==> src/rtl/vga_font_loader_pkg.sv <==
// Shared widths, types and FSM encoding for the font memory writer.
package vga_font_loader_pkg;

    localparam int ADDR_WIDTH = 11;
    localparam int DATA_WIDTH = 8;
    localparam int ROW_BITS   = 4;
    localparam int CHAR_BITS  = ADDR_WIDTH - ROW_BITS;
    localparam int NUM_ROWS   = 1 << ROW_BITS;

    typedef logic [CHAR_BITS-1:0]  char_t;
    typedef logic [ROW_BITS-1:0]   row_t;
    typedef logic [0:DATA_WIDTH-1] pix_t;   // bit 0 = leftmost pixel
    typedef logic [ADDR_WIDTH-1:0] faddr_t;

    localparam row_t LAST_ROW = row_t'(NUM_ROWS - 1);

    typedef enum logic [1:0] {
        ST_IDLE,
        ST_COLLECT,
        ST_WAIT_BLANK,
        ST_COMMIT
    } state_e;

    // Row index occupies the low bits so a glyph never carries into the next char.
    function automatic faddr_t font_addr(char_t c, row_t r);
        return {c, r};
    endfunction

endpackage

==> src/rtl/vga_font_loader_if.sv <==
// Glyph upload channel from the tile: command (char code) then 16 rows, both valid/ready.
interface vga_font_loader_if;
    import vga_font_loader_pkg::*;

    logic  cmd_valid;
    char_t cmd_char;
    logic  cmd_ready;
    logic  row_valid;
    pix_t  row_data;
    logic  row_ready;

    modport master (
        output cmd_valid, cmd_char, row_valid, row_data,
        input  cmd_ready, row_ready
    );

    modport slave (
        input  cmd_valid, cmd_char, row_valid, row_data,
        output cmd_ready, row_ready
    );

endinterface

==> src/rtl/vga_font_loader_glyph_buf.sv <==
// 16-row staging buffer: one synchronous write port, one combinational read port.
module vga_font_loader_glyph_buf
    import vga_font_loader_pkg::*;
(
    input  logic clk_i,
    input  logic we_i,
    input  row_t waddr_i,
    input  pix_t wdata_i,
    input  row_t raddr_i,
    output pix_t rdata_o
);

    pix_t mem_q [NUM_ROWS];

    always_ff @(posedge clk_i) begin
        if (we_i) begin
            mem_q[waddr_i] <= wdata_i;
        end
    end

    assign rdata_o = mem_q[raddr_i];

endmodule

==> src/rtl/vga_font_loader.sv <==
// Buffers a 16-row glyph upload, then commits it to font memory one row per cycle.
// FONTLD_BLANK_GATE_EN: when defined, commits only proceed while blank_i is high.
module vga_font_loader
    import vga_font_loader_pkg::*;
(
    input  logic                   clk_i,
    input  logic                   rst_i,
    vga_font_loader_if.slave       up,
    input  logic                   blank_i,
    output logic [ADDR_WIDTH-1:0]  addr_w_o,
    output logic                   wr_en_o,
    output pix_t                   din_o,
    output logic                   busy_o,
    output logic                   done_o
);

    state_e state_q;
    char_t  char_q;
    row_t   cnt_q;
    faddr_t addr_q;
    logic   wr_en_q;
    pix_t   din_q;
    logic   done_q;

    logic   cmd_hs;
    logic   row_hs;
    logic   commit_go;
    pix_t   buf_rdata;

`ifdef FONTLD_BLANK_GATE_EN
    // blank_i sampled in the cycle before the write lands, so a write trails blank by one cycle.
    assign commit_go = blank_i;
`else
    logic unused_blank;
    assign unused_blank = blank_i;
    assign commit_go    = 1'b1;
`endif

    assign up.cmd_ready = (state_q == ST_IDLE)    & ~rst_i;
    assign up.row_ready = (state_q == ST_COLLECT) & ~rst_i;

    assign cmd_hs = up.cmd_valid & up.cmd_ready;
    assign row_hs = up.row_valid & up.row_ready;

    vga_font_loader_glyph_buf u_buf (
        .clk_i   (clk_i),
        .we_i    (row_hs),
        .waddr_i (cnt_q),
        .wdata_i (up.row_data),
        .raddr_i (cnt_q),
        .rdata_o (buf_rdata)
    );

    always_ff @(posedge clk_i) begin
        if (rst_i) begin
            state_q <= ST_IDLE;
            char_q  <= '0;
            cnt_q   <= '0;
            addr_q  <= '0;
            wr_en_q <= 1'b0;
            din_q   <= '0;
            done_q  <= 1'b0;
        end else begin
            wr_en_q <= 1'b0;
            done_q  <= 1'b0;
            unique case (state_q)
                ST_IDLE: begin
                    if (cmd_hs) begin
                        char_q  <= up.cmd_char;
                        cnt_q   <= '0;
                        state_q <= ST_COLLECT;
                    end
                end
                ST_COLLECT: begin
                    if (row_hs) begin
                        cnt_q <= cnt_q + 1'b1;
                        if (cnt_q == LAST_ROW) begin
                            state_q <= ST_WAIT_BLANK;
                        end
                    end
                end
                // Both states issue the next row when allowed; cnt_q survives a pause.
                ST_WAIT_BLANK, ST_COMMIT: begin
                    if (commit_go) begin
                        wr_en_q <= 1'b1;
                        addr_q  <= font_addr(char_q, cnt_q);
                        din_q   <= buf_rdata;
                        cnt_q   <= cnt_q + 1'b1;
                        if (cnt_q == LAST_ROW) begin
                            state_q <= ST_IDLE;
                            done_q  <= 1'b1;
                        end else begin
                            state_q <= ST_COMMIT;
                        end
                    end else begin
                        state_q <= ST_WAIT_BLANK;
                    end
                end
                default: state_q <= ST_IDLE;
            endcase
        end
    end

    assign addr_w_o = addr_q;
    assign wr_en_o  = wr_en_q;
    assign din_o    = din_q;
    assign done_o   = done_q;
    assign busy_o   = (state_q != ST_IDLE);

endmodule
==> src/flat_wrapper.sv <==
// flat-port wrapper written by rule: the top's interface ports become plain ports
module vga_font_loader_flat import vga_font_loader_pkg::*;
  (clk_i, rst_i, blank_i, addr_w_o, wr_en_o, din_o, busy_o, done_o, up_cmd_valid, up_cmd_char, up_row_valid, up_row_data, up_cmd_ready, up_row_ready);
  vga_font_loader_if up_i ();
  input  logic clk_i;
  input  logic rst_i;
  input  logic blank_i;
  output logic [ADDR_WIDTH-1:0] addr_w_o;
  output logic wr_en_o;
  output pix_t din_o;
  output logic busy_o;
  output logic done_o;
  input wire logic [$bits(up_i.cmd_valid)-1:0] up_cmd_valid;
  input wire logic [$bits(up_i.cmd_char)-1:0] up_cmd_char;
  input wire logic [$bits(up_i.row_valid)-1:0] up_row_valid;
  input wire logic [$bits(up_i.row_data)-1:0] up_row_data;
  output wire logic [$bits(up_i.cmd_ready)-1:0] up_cmd_ready;
  output wire logic [$bits(up_i.row_ready)-1:0] up_row_ready;
  assign up_i.cmd_valid = up_cmd_valid;
  assign up_i.cmd_char = up_cmd_char;
  assign up_i.row_valid = up_row_valid;
  assign up_i.row_data = up_row_data;
  assign up_cmd_ready = up_i.cmd_ready;
  assign up_row_ready = up_i.row_ready;
  vga_font_loader u_core (.clk_i(clk_i), .rst_i(rst_i), .up(up_i), .blank_i(blank_i), .addr_w_o(addr_w_o), .wr_en_o(wr_en_o), .din_o(din_o), .busy_o(busy_o), .done_o(done_o));
endmodule
==> config.mk <==
export PLATFORM = sky130hd
export DESIGN_NAME = vga_font_loader_flat
export DESIGN_NICKNAME = d
export VERILOG_FILES = /design/src/rtl/vga_font_loader_pkg.sv /design/src/rtl/vga_font_loader_if.sv /design/src/rtl/vga_font_loader_glyph_buf.sv /design/src/rtl/vga_font_loader.sv /design/src/flat_wrapper.sv
export SDC_FILE = /design/constraint.sdc
export NUM_CORES = 1
export LEC_CHECK = 0
export BUFFER_PORTS_ARGS = -buffer_cell sky130_fd_sc_hd__buf_2
export CAP_MARGIN = 10
export CORE_MARGIN = 2
export CORE_UTILIZATION = 39
export DETAILED_ROUTE_END_ITERATION = 10
export HOLD_SLACK_MARGIN = 0.1
export PLACE_DENSITY = 0.64
export SLEW_MARGIN = 15
export SYNTH_ARGS = -nofsm -noshare
export SYNTH_HDL_FRONTEND = slang
export SYNTH_SLANG_ARGS = --single-unit
==> constraint.sdc <==
create_clock -name clk_i -period 2.6 [get_ports clk_i]
set_input_delay 0.52 -clock clk_i [delete_from_list [all_inputs] [get_ports clk_i]]
set_output_delay 0.52 -clock clk_i [all_outputs]
set_load 0.005 [all_outputs]
==> results of run 1 <==
## path summary, 6_finish.rpt
check | startpoint | end | slack (ns) | cells after the start
worst max-delay path | u_core.state_q[1]$_SDFFE_PP0P_ | up_cmd_ready | 0.53 | 5
worst min-delay path | up_cmd_char[1] | u_core.char_q[1]$_SDFFE_PP0P_ | 0.35 | 3
worst max register to register | u_core.cnt_q[2]$_SDFFE_PP0P_ | u_core.din_o[6]$_SDFFE_PP0N_ | 0.64 | 4
worst min register to register | u_core.char_q[0]$_SDFFE_PP0P_ | u_core.char_q[0]$_SDFFE_PP0P_ | 0.45 | 2
## area by class of cell
type / count / share of cell area, %
multi-input cells: 222 / 21.8
clock inverters: 4 / 0.384
inverters: 5 / 0.251
clock buffers: 28 / 7.88
flip-flops and latches: 162 / 60.4
well taps: 216 / 3.61
repair buffers: 69 / 5.68
## sequential cells by signal, summed over array words and instances (netlist names)
signal,cells
u_core.u_buf.mem_q,128
u_core.addr_w_o,11
u_core.din_o,8
u_core.char_q,7
u_core.cnt_q,4
u_core.state_q,2
u_core.done_o,1
u_core.wr_en_o,1
## critical path: cells and delay by family, from the launching register on
| kind | cells | cell delay (ns) |
|---|---|---|
| flops | 1 | 0.33 |
| simple gates | 2 | 0.17 |
| buf+inv | 3 | 0.62 |
## power groups by stage
stage / registers (mW) / logic (mW) / clock network, mW
2_1_floorplan: 2.86 / 0.0668 / 0
3_3_place_gp: 2.87 / 0.127 / 0
3_5_place_dp: 2.87 / 0.132 / 0
4_1_cts: 2.81 / 0.133 / 2.55
5_1_grt: 2.81 / 0.147 / 2.65
6_report: 2.81 / 0.130 / 2.49
## layer usage
metal | routed length, µm | GRT usage [%]
met1 | 5460 | 19.4
met2 | 6070 | 24.8
met3 | 705 | 4.13
met4 | 386 | 7.73
met5 | 0 | 0
## cell families (layout without fill, tap and decap cells)
group	count (synthesis)	after routing	share of synthesized area [%]
AO/OA/AOI/OAI	48	48	4.97
AND/OR/NAND/NOR	107	107	7.68
buffers and inverters	29	106	2.61
multiplexers	63	63	12.4
flip-flops	162	162	71.6
adder cells (fa/ha/maj)	4	4	0.792
## per-stage QoR
| stage | cell area, µm² | power, mW | setup slack (ns) | hold slack (ns) | util, % |
|---|---|---|---|---|---|
| floorplan | 6320 | 2.93 | 0.443 | 0.436 | - |
| global placement | 6870 | 2.99 | 0.494 | 0.442 | 43.3 |
| detailed placement | 6870 | 3.00 | 0.441 | 0.447 | 43.3 |
| CTS | 7490 | 5.49 | 0.503 | 0.329 | 47.2 |
| global route | 7490 | 5.61 | 0.402 | 0.350 | 47.2 |
| finish | 7490 | 5.43 | 0.534 | 0.346 | 47.2 |
## Yosys cell counts, drive strengths merged (5+ instances only)
cell,number
nor3,8
edfxtp,128
nand2,30
o21ai,5
a22oi,10
buf,15
clkbuf,9
mux2i,50
o22ai,7
inv,5
nand3,9
a21oi,14
dfxtp,34
nor2,41
mux4,12
a311oi,6
==> results.json, run 1 <==
{
  "avgRoutedWirePerCell_um": 17.9,
  "synth-async-reset-ratio_pct": 0,
  "crit_top_cell": "nor2_1",
  "hold_class": "input port to flop",
  "firstDrtPassIters": 4,
  "finalCriticalPeriod_ns": 2.07,
  "syn_inst": 413,
  "hold_buffers": 0,
  "crit_slowest_cell": "buf_4",
  "cts_tree": "yes",
  "worstSetupStartpointType": "flop",
  "arrival_ns": 1.55,
  "yosys_warnings": 0,
  "power_frac_seq_pct": 51.7,
  "setup_violations": 0,
  "fin_tns_setup_ns": 0,
  "timing.final.crit_share_pct": 79.5,
  "root_buffer": "clkbuf_16",
  "ios": 44,
  "power.density_mw_per_mm2": 725,
  "critical_path_class": "flop to output pin",
  "postCtsSetupBuffers": 0,
  "fp-row-count": 46,
  "ys_seq_area_share_pct": 71.6,
  "ys_types": 35,
  "slew_headroom_pct": 68.0,
  "p_leak_nw": 2.49,
  "final_common_cell": "edfxtp_1",
  "seq_area_mm2": 0.00453,
  "die_x_um": 131,
  "status": "finished, final reports clean",
  "cts.repair.resized": 0,
  "overflow": 0,
  "clockBufferDepth": 2,
  "grt_max_degree": 32,
  "place_congestion": 0.830,
  "grt_use_total_pct": 15.5,
  "fin_skew_ns": 0.00602,
  "yosysTopAreaCell": "edfxtp_1",
  "synth_top_area_share_pct": 60.8,
  "dieArea_mm2": 0.0172,
  "coreArea_mm2": 0.0159,
  "path_cells": "buf_4 > nor2_1 > inv_1 > nor2_1 > buf_2",
  "syn_area_mm2": 0.00632,
  "antenna_found_initial": 0,
  "syn-num-nets": 437,
  "swShare_pct": 18.9,
  "p_sw_mw": 1.03,
  "cts_made_buffers": 17,
  "power.internal_mw": 4.41,
  "clockPowerShare_pct": 45.9,
  "crit_path_max_incr_delay_ns": 0.37,
  "tightestPinTransition_ns": 0.477,
  "final_hold_viol_count": 0,
  "wl_um": 12600,
  "multi_input_area_mm2": 0.00163,
  "ir_drop_uv": 469,
  "pwr-share-comb_pct": 2.4,
  "drive_gt1_share_pct": 23.9,
  "layout.nets": 501,
  "crit_path_end_kind": "output pin",
  "io_buffers": 42,
  "maxCapViolCount": 0,
  "synth_flop_cell": "edfxtp_1",
  "grt_pass1_vias": 3728,
  "yosys-top-cells-area": "edfxtp_1, dfxtp_1, mux2i_1",
  "finalNonFillerCells": 706,
  "diodes": 0,
  "crit_fanout": 31,
  "slew_viol_final": 0,
  "hpwl_um": 8320,
  "clock_latency_ns": 0.42,
  "cts_max_level": 4,
  "cts.sink_count": 162,
  "area_delta_synth_final_pct": 18.5,
  "dp_cells": 674,
  "synth_edf_count": 128,
  "required_ns": 2.08,
  "max_freq_mhz": 484,
  "drtIter0Drc": 291,
  "syn_avg_cell_area_um2": 15.3,
  "ys_ff_latch": 162,
  "rsz0062_at_grt": "no",
  "grt_pass1_wl_um": 20200,
  "layout_common_cells": "edfxtp_1, mux2i_1, buf_2",
  "fill_cells": 1381,
  "viasPerCell": 5.13,
  "clkTransAtPathRegs_ns": 0.06,
  "vias": 3620,
  "drc_errors": 0,
  "die_y_um": 131,
  "drt.antenna.violating_nets": 0,
  "start_util_pct": 39.8
}
No activity file was read; power rests on OpenSTA's default activity.
==> run 2, diff against run 1 <==
--- a/config.mk
+++ b/config.mk
@@ -5,13 +5,14 @@
 export SDC_FILE = /design/constraint.sdc
 export NUM_CORES = 1
 export LEC_CHECK = 0
+export ABC_AREA = 1
 export BUFFER_PORTS_ARGS = -buffer_cell sky130_fd_sc_hd__buf_2
 export CAP_MARGIN = 10
 export CORE_MARGIN = 2
 export CORE_UTILIZATION = 39
 export DETAILED_ROUTE_END_ITERATION = 10
 export HOLD_SLACK_MARGIN = 0.1
-export PLACE_DENSITY = 0.64
+export PLACE_DENSITY = 0.65
 export SLEW_MARGIN = 15
 export SYNTH_ARGS = -nofsm -noshare
 export SYNTH_HDL_FRONTEND = slang
==> constraint.sdc (replaced) <==
create_clock -name clk_i -period 1.9 [get_ports clk_i]
set_input_delay 0.38 -clock clk_i [delete_from_list [all_inputs] [get_ports clk_i]]
set_output_delay 0.38 -clock clk_i [all_outputs]
set_load 0.005 [all_outputs]
==> results.json, run 2 <==
{
  "firstDrtPassIters": 5,
  "overflow": 0,
  "max_freq_mhz": 554,
  "yosysTopAreaCell": "edfxtp_1",
  "synth_top_area_share_pct": 56.8,
  "cts_tree": "yes",
  "cts.sink_count": 162,
  "syn_area_mm2": 0.00677,
  "r2r_start": "u_core.state_q[0]$_SDFFE_PP0P_",
  "critical_path_class": "flop to output pin",
  "place_congestion": 0.824,
  "holdPathEnd": "u_core.char_q[4]$_SDFFE_PP0P_",
  "p_sw_mw": 1.74,
  "die_x_um": 136,
  "p_leak_nw": 3.37,
  "hpwl_um": 9870,
  "drc_errors": 0,
  "ios": 44,
  "synth_common_cells": "nand2_1, edfxtp_1, inv_1",
  "clockPowerShare_pct": 46.3,
  "syn_avg_cell_area_um2": 10.0,
  "arrival_ns": 1.42,
  "hold_buffers": 0,
  "power.internal_mw": 6.49,
  "final_hold_viol_count": 0,
  "fin_skew_ns": 0.00828,
  "worst_r2r_endpoint": "u_core.u_buf.mem_q[10][2]$_DFFE_PP_",
  "crit_fanout": 8,
  "clockBufferDepth": 2,
  "required_ns": 1.52,
  "synth_most_common_cell": "nand2_1",
  "avgRoutedWirePerCell_um": 15.5,
  "setup_violations": 0,
  "swShare_pct": 21.2,
  "synth_edf_count": 128,
  "coreArea_mm2": 0.0171,
  "wl_um": 15200,
  "reg2reg_depth": 7,
  "rrSetupSlack_ns": 0.14,
  "top_register": "u_core.u_buf.mem_q",
  "antenna_found_initial": 0,
  "ys_ff_latch": 162,
  "min_from": "up_cmd_char[4]",
  "hold_depth": 3,
  "viasPerCell": 4.78,
  "cts_max_level": 4,
  "layout.nets": 764,
  "hold_class": "input port to flop",
  "timing.final.crit_share_pct": 95.0,
  "fin_tns_setup_ns": 0,
  "ys_seq_area_share_pct": 66.8,
  "ir_drop_uv": 630,
  "slew_viol_final": 0,
  "drtIter0Drc": 409,
  "syn_inst": 675,
  "cts_made_buffers": 17,
  "ys_types": 23,
  "rsz0062_at_grt": "no",
  "dieArea_mm2": 0.0184,
  "clkTransAtPathRegs_ns": 0.06,
  "synth-async-reset-ratio_pct": 0,
  "postCtsSetupBuffers": 0,
  "yosys_warnings": 0,
  "finalCriticalPeriod_ns": 1.80,
  "root_buffer": "clkbuf_16",
  "finalNonFillerCells": 978,
  "start_util_pct": 39.6,
  "diodes": 0,
  "io_buffers": 42,
  "die_y_um": 136,
  "slew_headroom_pct": 74.7,
  "layout_common_cells": "nand2_1, edfxtp_1, inv_1",
  "maxCapViolCount": 0,
  "synth_flop_cell": "edfxtp_1",
  "grt_pass1_vias": 4481,
  "power_frac_seq_pct": 47.0,
  "grt_max_degree": 46,
  "drt.antenna.violating_nets": 0,
  "dp_cells": 946,
  "largest_reg_flops": 128,
  "pwr-share-comb_pct": 6.7,
  "vias": 4676,
  "final_common_cell": "nand2_1",
  "power.density_mw_per_mm2": 1020,
  "yosys-top-cells-area": "edfxtp_1, dfxtp_1, nand2_1",
  "drive_gt1_share_pct": 15.9,
  "area_delta_synth_final_pct": 18.9,
  "tightestPinTransition_ns": 0.380,
  "worstSetupStartpointType": "flop",
  "clock_latency_ns": 0.43,
  "grt_use_total_pct": 17.4,
  "crit_path_end_kind": "output pin",
  "hold_slack_ns": 0.197,
  "grt_pass1_wl_um": 23700,
  "syn-num-nets": 699,
  "fp-row-count": 48,
  "finalPower_mw": 8.23,
  "status": "finished, final reports clean"
}
run 2: kinds of logic (layout without fill, tap and decap cells):
logic type / Yosys count / after routing / share of synthesized area (%)
buffers and inverters: 127 / 205 / 7.94
AND/OR/NAND/NOR: 326 / 326 / 20.0
AO/OA/AOI/OAI: 56 / 56 / 4.49
flip-flops: 162 / 162 / 66.8
adder cells (fa/ha/maj): 4 / 4 / 0.739
run 2: cell type report:
cell class                 count  area (µm²)
fill                        1578        9060
sequential                   162        4530
multi-input combinational    386        1710
timing repair buffer          76         507
clock buffer                  19         433
inverter                      97         364
tap                          225         282
clock inverter                13         230
run 2: timing repair:
| item | in CTS | in global routing |
|---|---|---|
| setup endpoints to repair | 0 | 1 |
| hold endpoints to repair | 0 | 0 |
| resized for setup | 0 | 1 |
run 2: power groups by stage:
| stage | sequential [mW] | combinational, mW | clock [mW] |
|---|---|---|---|
| 6_report | 3.86 | 0.554 | 3.81 |
| 5_1_grt | 3.86 | 0.620 | 4.00 |
| 4_1_cts | 3.86 | 0.559 | 3.86 |
| 3_5_place_dp | 3.94 | 0.555 | 0 |
| 3_3_place_gp | 3.94 | 0.547 | 0 |
| 2_1_floorplan | 3.93 | 0.353 | 0 |
run 2: metrics by stage:
stage	area (µm²)	utilization [%]	setup slack, ns
after CTS	8050	47.0	0.0239
after global placement	7380	43.1	0.186
after detailed placement	7380	43.1	0.168
final	8050	47.0	0.0951
after global routing	8050	47.0	0.0131
after floorplan	6770	-	0.212
run 2: worst max path at each step:
| stage | from | slack, ns | cells past startpoint | end |
|---|---|---|---|---|
| after floorplan | u_core.cnt_q[1]$_SDFFE_PP0P_ | 0.21 | 6 | u_core.u_buf.mem_q[4][0]$_DFFE_PP_ |
| after global placement | u_core.state_q[0]$_SDFFE_PP0P_ | 0.19 | 7 | u_core.u_buf.mem_q[14][1]$_DFFE_PP_ |
| after detailed placement | u_core.state_q[0]$_SDFFE_PP0P_ | 0.17 | 7 | u_core.u_buf.mem_q[14][1]$_DFFE_PP_ |
| after CTS | u_core.state_q[1]$_SDFFE_PP0P_ | 0.02 | 3 | up_row_ready |
| after global routing | u_core.state_q[1]$_SDFFE_PP0P_ | 0.01 | 4 | up_cmd_ready |
| final | u_core.state_q[1]$_SDFFE_PP0P_ | 0.1 | 4 | up_cmd_ready |
run 2: metal layers:
layer	GRT usage [%]	routed length, µm	up-vias
met4	7.29	231	0
met2	27.7	7110	168
met3	3.89	903	24
met5	0	0	-
met1	23.2	6910	2162
li1	-	-	2322
run 2: critical path: stages (launching register included):
cell     delay (ns)
dfxtp_1        0.37
nor2_4         0.17
inv_1          0.13
nor2_4         0.19
buf_2          0.15
